**src/rtl/gate_bank_pipe_if.sv**
```systemverilog
// gate_bank_pipe_if: input offer channel and output entry channel for gate_bank_pipe.
// master is the producer/consumer side, slave is the gate bank itself.
interface gate_bank_pipe_if #(
    parameter int WIDTH  = 5,
    parameter int FANOUT = 2
);
    logic                      in_valid;
    logic                      in_ready;
    logic [WIDTH-1:0]          in_data;
    logic [1:0]                in_mode;
    logic                      out_valid;
    logic                      out_ready;
    logic [WIDTH*FANOUT-1:0]   out_data;

    modport master (
        output in_valid, in_data, in_mode, out_ready,
        input  in_ready, out_valid, out_data
    );

    modport slave (
        input  in_valid, in_data, in_mode, out_ready,
        output in_ready, out_valid, out_data
    );
endinterface

```
**src/rtl/gate_bank_pipe.sv**
```systemverilog
// gate_bank_pipe: WIDTH parallel gates (NOT / BUF / drive-0 / drive-1) whose
// results are queued in a DEPTH-entry FIFO and presented as FANOUT identical copies.
// Optional macro GATE_BANK_PIPE_PARITY_EN adds out_parity (XOR of the head entry).
// Only one copy is stored per entry; the copies are replicated at the output,
// which keeps them bit-identical by construction.
module gate_bank_pipe #(
    parameter int WIDTH  = 5,
    parameter int FANOUT = 2,
    parameter int DEPTH  = 2
) (
    input  logic               clk,
    input  logic               rst_n,
    gate_bank_pipe_if.slave    bus,
`ifdef GATE_BANK_PIPE_PARITY_EN
    output logic               out_parity,
`endif
    output logic [15:0]        xfer_count
);
    localparam int AW = $clog2(DEPTH);
    localparam logic [AW:0] FULL_CNT = (AW+1)'(DEPTH);

    logic [WIDTH-1:0] mem [DEPTH];
    logic [AW-1:0]    wr_ptr;
    logic [AW-1:0]    rd_ptr;
    logic [AW:0]      occ;
    logic             push;
    logic             pop;
    logic [WIDTH-1:0] gate_res;
    logic [WIDTH-1:0] head;

    // Handshake flags come from occupancy only, so in_ready never depends on out_ready.
    assign bus.in_ready  = (occ < FULL_CNT);
    assign bus.out_valid = (occ != '0);
    assign push          = bus.in_valid & bus.in_ready;
    assign pop           = bus.out_valid & bus.out_ready;

    // Gate function applied to the whole lane group at once.
    always_comb begin
        gate_res = '0;
        unique case (bus.in_mode)
            2'b00:   gate_res = ~bus.in_data;
            2'b01:   gate_res = bus.in_data;
            2'b10:   gate_res = '0;
            default: gate_res = '1;
        endcase
    end

    // Entry storage; not reset, masked at the output while empty.
    always_ff @(posedge clk) begin
        if (push) begin
            mem[wr_ptr] <= gate_res;
        end
    end

    // Pointers and occupancy; DEPTH is a power of two so pointers wrap naturally.
    always_ff @(posedge clk or negedge rst_n) begin
        if (!rst_n) begin
            wr_ptr <= '0;
            rd_ptr <= '0;
            occ    <= '0;
        end else begin
            if (push) begin
                wr_ptr <= wr_ptr + 1'b1;
            end
            if (pop) begin
                rd_ptr <= rd_ptr + 1'b1;
            end
            unique case ({push, pop})
                2'b10:   occ <= occ + 1'b1;
                2'b01:   occ <= occ - 1'b1;
                default: occ <= occ;
            endcase
        end
    end

    // Completed output transfers, free-running 16-bit wrap.
    always_ff @(posedge clk or negedge rst_n) begin
        if (!rst_n) begin
            xfer_count <= '0;
        end else if (pop) begin
            xfer_count <= xfer_count + 1'b1;
        end
    end

    // Head entry, forced to zero when empty so stale storage never escapes.
    always_comb begin
        head = '0;
        if (bus.out_valid) begin
            head = mem[rd_ptr];
        end
    end

    assign bus.out_data = {FANOUT{head}};

`ifdef GATE_BANK_PIPE_PARITY_EN
    assign out_parity = ^head;
`endif

endmodule

```
**src/flat_wrapper.sv**
```systemverilog
// flat-port wrapper written by rule: the top's interface ports become plain ports
module gate_bank_pipe_flat 
#(
    parameter int WIDTH  = 5,
    parameter int FANOUT = 2,
    parameter int DEPTH  = 2
)
  (clk, rst_n, xfer_count, bus_in_valid, bus_in_data, bus_in_mode, bus_out_ready, bus_in_ready, bus_out_valid, bus_out_data);
  gate_bank_pipe_if #(.WIDTH(WIDTH), .FANOUT(FANOUT)) bus_i ();
  input  logic clk;
  input  logic rst_n;
  output logic [15:0] xfer_count;
  input wire logic [$bits(bus_i.in_valid)-1:0] bus_in_valid;
  input wire logic [$bits(bus_i.in_data)-1:0] bus_in_data;
  input wire logic [$bits(bus_i.in_mode)-1:0] bus_in_mode;
  input wire logic [$bits(bus_i.out_ready)-1:0] bus_out_ready;
  output wire logic [$bits(bus_i.in_ready)-1:0] bus_in_ready;
  output wire logic [$bits(bus_i.out_valid)-1:0] bus_out_valid;
  output wire logic [$bits(bus_i.out_data)-1:0] bus_out_data;
  assign bus_i.in_valid = bus_in_valid;
  assign bus_i.in_data = bus_in_data;
  assign bus_i.in_mode = bus_in_mode;
  assign bus_i.out_ready = bus_out_ready;
  assign bus_in_ready = bus_i.in_ready;
  assign bus_out_valid = bus_i.out_valid;
  assign bus_out_data = bus_i.out_data;
  gate_bank_pipe #(.WIDTH(WIDTH), .FANOUT(FANOUT), .DEPTH(DEPTH)) u_core (.clk(clk), .rst_n(rst_n), .bus(bus_i), .xfer_count(xfer_count));
endmodule
```
**config.mk**
```make
export PLATFORM = sky130hd
export DESIGN_NAME = gate_bank_pipe_flat
export DESIGN_NICKNAME = d
export VERILOG_FILES = /design/src/rtl/gate_bank_pipe_if.sv /design/src/rtl/gate_bank_pipe.sv /design/src/flat_wrapper.sv
export SDC_FILE = /design/constraint.sdc
export NUM_CORES = 1
export LEC_CHECK = 0
export ABC_AREA = 1
export CAP_MARGIN = 40
export CORE_ASPECT_RATIO = 1.75
export CORE_MARGIN = 2
export CORE_UTILIZATION = 48
export CTS_CLUSTER_DIAMETER = 150
export DETAILED_ROUTE_END_ITERATION = 8
export HOLD_SLACK_MARGIN = 0.12
export PLACE_DENSITY = 0.76
export SYNTH_ARGS = -nofsm -noshare
export SYNTH_HDL_FRONTEND = slang
export SYNTH_SLANG_ARGS = --single-unit
export TNS_END_PERCENT = 5
```
**constraint.sdc**
```tcl
create_clock -name clk -period 2.15 [get_ports clk]
set_input_delay 0.43 -clock clk [delete_from_list [all_inputs] [get_ports clk]]
set_output_delay 0.43 -clock clk [all_outputs]
set_load 0.05 [all_outputs]
```
==> impl_metrics.env <==
export IMPL_status="finished, final reports clean"
export IMPL_hpwl_um=2720
export IMPL_fin_nets=229
export IMPL_wl_um=3600
export IMPL_row_count=27
export IMPL_ys_flop_type="dfrtp_1"
export IMPL_slew_headroom=0.660
export IMPL_dr_first_iter_drc_count=38
export IMPL_synth_edf_count=10
export IMPL_die_x_um=47.3
export IMPL_ys_warn_count=0
export IMPL_clkLatencyLatePin_ns=0.29
export IMPL_path_max_fanout=5
export IMPL_finalMaxSlewViolations=0
export IMPL_start_util=0.501
export IMPL_gp_congestion=0.778
export IMPL_synth_area_top_cells="dfrtp_1 32%, edfxtp_1 19%, nand2_1 11%"
export IMPL_antenna_left=0
export IMPL_track_usage=0.217
export IMPL_worstSetupStartpointType="flip-flop"
export IMPL_grt_overflow=0
export IMPL_use_met2=0.386
export IMPL_grt_antenna_before_repair=0
export IMPL_fin_cells=260
export IMPL_cts_root_buf="clkbuf_8"
export IMPL_diodes=0
export IMPL_final_cell_area_um2=2170
export IMPL_hold_path_class="in2async"
export IMPL_die_area_um2=3770
export IMPL_synth_common_cells="46 x nand2_1, 20 x dfrtp_1, 20 x inv_1, 14 x nor2_1, 11 x o21ai_0"
export IMPL_place_inst=252
export IMPL_slowest_delay_ns=0.85
export IMPL_setup_violations_final=0
export IMPL_synth_nets=187
export IMPL_syn_instance_count=174
export IMPL_dp_slack_ns=0.197
export IMPL_cpMaxStageDelayCell="clkdlybuf4s50_1"
export IMPL_ys_ff_latch=30
export IMPL_rsz0062_at_grt="false"
export IMPL_synthMostInstantiatedCell="nand2_1"
export IMPL_port_buffers=38
export IMPL_drive_above_1_share=0.157
export IMPL_crit_type="reg2out"
export IMPL_yosysTopAreaCell="dfrtp_1"
export IMPL_synth_area_um2=1570
export IMPL_grt_pass1_wl_um=5810
export IMPL_path_cells="clkdlybuf4s50_1"
export IMPL_drc=0
export IMPL_skew_ns=0.00989
export IMPL_viasPerCell=5.02
export IMPL_synth_top_cell_area_share=0.318
export IMPL_cts_tree="built"
export IMPL_synth_distinct_cells=21
export IMPL_report_power_total_mw=3.18
export IMPL_critical_path_buf_inv_count=1
export IMPL_required_ns=1.72
export IMPL_leakagePower_nw=0.986
export IMPL_vias=1306
export IMPL_cp_top_family="buffers and inverters"
export IMPL_layout_setup_ws_ns=0.128
export IMPL_maxCapViolCount=0
export IMPL_postCtsSetupRepairBufs=0
export IMPL_min_period_ns=2.02
export IMPL_fillers=249
export IMPL_endpoint_kind="output pin"
export IMPL_tightest_slew_ns=0.509
export IMPL_synthArstFlopShare=0.667
export IMPL_cts_sinks=30
export IMPL_grt_max_degree=21
export IMPL_wl_per_cell_um=13.8
export IMPL_grt_pass1_vias=1370
export IMPL_firstDrtPassIters=4
export IMPL_p_per_area_nw_per_um2=1470
export IMPL_top_usage_layer="met2"
export IMPL_area_growth_pct=38.0
export IMPL_avgSynthCellArea_um2=9.04
export IMPL_cp_data_arrival_time_ns=1.59
export IMPL_grt_util_met1=0.212
export IMPL_fmax_mhz=495
export IMPL_met3_usage=0.0588
export IMPL_cts_made_buffers=5
export IMPL_die_h_um=79.7
export IMPL_htreeDepth=2
export IMPL_hold_violations=0
export IMPL_period_share=0.940
export IMPL_clockBufferDepth=2
export IMPL_irDropWorstVdd_mv=0.850
export IMPL_core_area_um2=3140
export IMPL_io_pins=39
export IMPL_path_clk_slew_ns=0.07
export IMPL_placed_area_um2=2090
export IMPL_ys_seq_area_frac=0.509
export IMPL_ctsHoldBuffers=0
[layout by cell type, fill, tap and decap left out]
cell             Yosys  routed
nand2_1             46      46
clkdlybuf4s50_1      0      26
inv_1               20      20
dfrtp_1             20      20
nor2_1              14      14
o21ai_0             11      11
buf_12               0      10
edfxtp_1            10      10
xor2_1               9       9
nand3_1              7       7
a21oi_1              6       5
nand4_1              5       5
clkbuf_8             0       5
nor2_4               4       4
nand2_4              3       3
xnor2_1              3       3
buf_4                5       3
nand2_2              2       2
nor2_2               2       2
nand3b_1             2       2
ha_1                 2       2
clkinv_2             0       2
nor2_8               1       1
or2_2                1       1
a21oi_2              0       1
a21o_1               1       1
clkbuf_1             0       1
dlymetal6s2s_1       0       1
[sequential cells by signal (all words and copies together), names as in the netlist]
name               cells
u_core.xfer_count     16
u_core.mem            10
u_core.occ             2
u_core.rd_ptr          1
u_core.wr_ptr          1
[kinds of logic after synthesis]
| kind of cell | count (synthesis) | synth area share |
|---|---|---|
| xor gates and xnor gates | 12 | 0.0668 |
| AOI/OAI and AO/OA | 18 | 0.0589 |
| buffers and inverters | 25 | 0.0716 |
| adders and majority gates | 2 | 0.0159 |
| DFF | 30 | 0.509 |
| and+or+nand+nor | 87 | 0.278 |
[final timing paths]
| kind | start | end | slack (ns) | cells past startpoint |
|---|---|---|---|---|
| min in group clk | u_core.xfer_count[15] | u_core.xfer_count[15] | 0.51 | 2 |
| min reg2reg | u_core.xfer_count[15] | u_core.xfer_count[15] | 0.51 | 2 |
| max | u_core.xfer_count[3] | xfer_count[3] | 0.13 | 1 |
| max in group asynchronous | rst_n | u_core.xfer_count[7] | 1.45 | 2 |
| min | rst_n | u_core.xfer_count[12] | 0.48 | 2 |
| max reg2reg | u_core.occ[0] | u_core.occ[1] | 0.59 | 6 |
[power breakdown]
part           total (mW)  internal [mW]  switching, mW
Clock               0.440          0.224          0.217
Sequential          0.865          0.733          0.132
Combinational        1.88          0.729           1.15
[through the flow]
stage / TNS, ns / util / hold WS, ns
5_1_grt: 0 / 0.691 / 0.525
3_3_place_gp: 0 / 0.664 / 0.470
2_1_floorplan: -0.137 / - / 0.134
4_1_cts: 0 / 0.690 / 0.489
6_report: 0 / 0.691 / 0.482
3_5_place_dp: 0 / 0.664 / 0.499
[layer usage]
layer,vias to the layer above,part of all wire
met5,-,0
met4,0,0.024
met3,9,0.043
met2,39,0.58
met1,623,0.35
li1,635,-
[final cells by class]
type	instances	area (µm²)	area share
clock inverter	2	10.0	0.00461
clock buffer	6	72.6	0.0334
sequential	30	801	0.369
tap	43	53.8	0.0248
inverter	20	75.1	0.0346
timing repair buffer	40	495	0.228
multi-input combinational	119	663	0.305
[what timing repair did]
| action | 4_1_cts | 5_1_grt |
|---|---|---|
| gates resized for setup | 0 | 1 |
| hold endpoints to repair | 0 | 0 |
| endpoints found under the setup margin | 0 | 1 |
(Power assumes the default switching activity.)
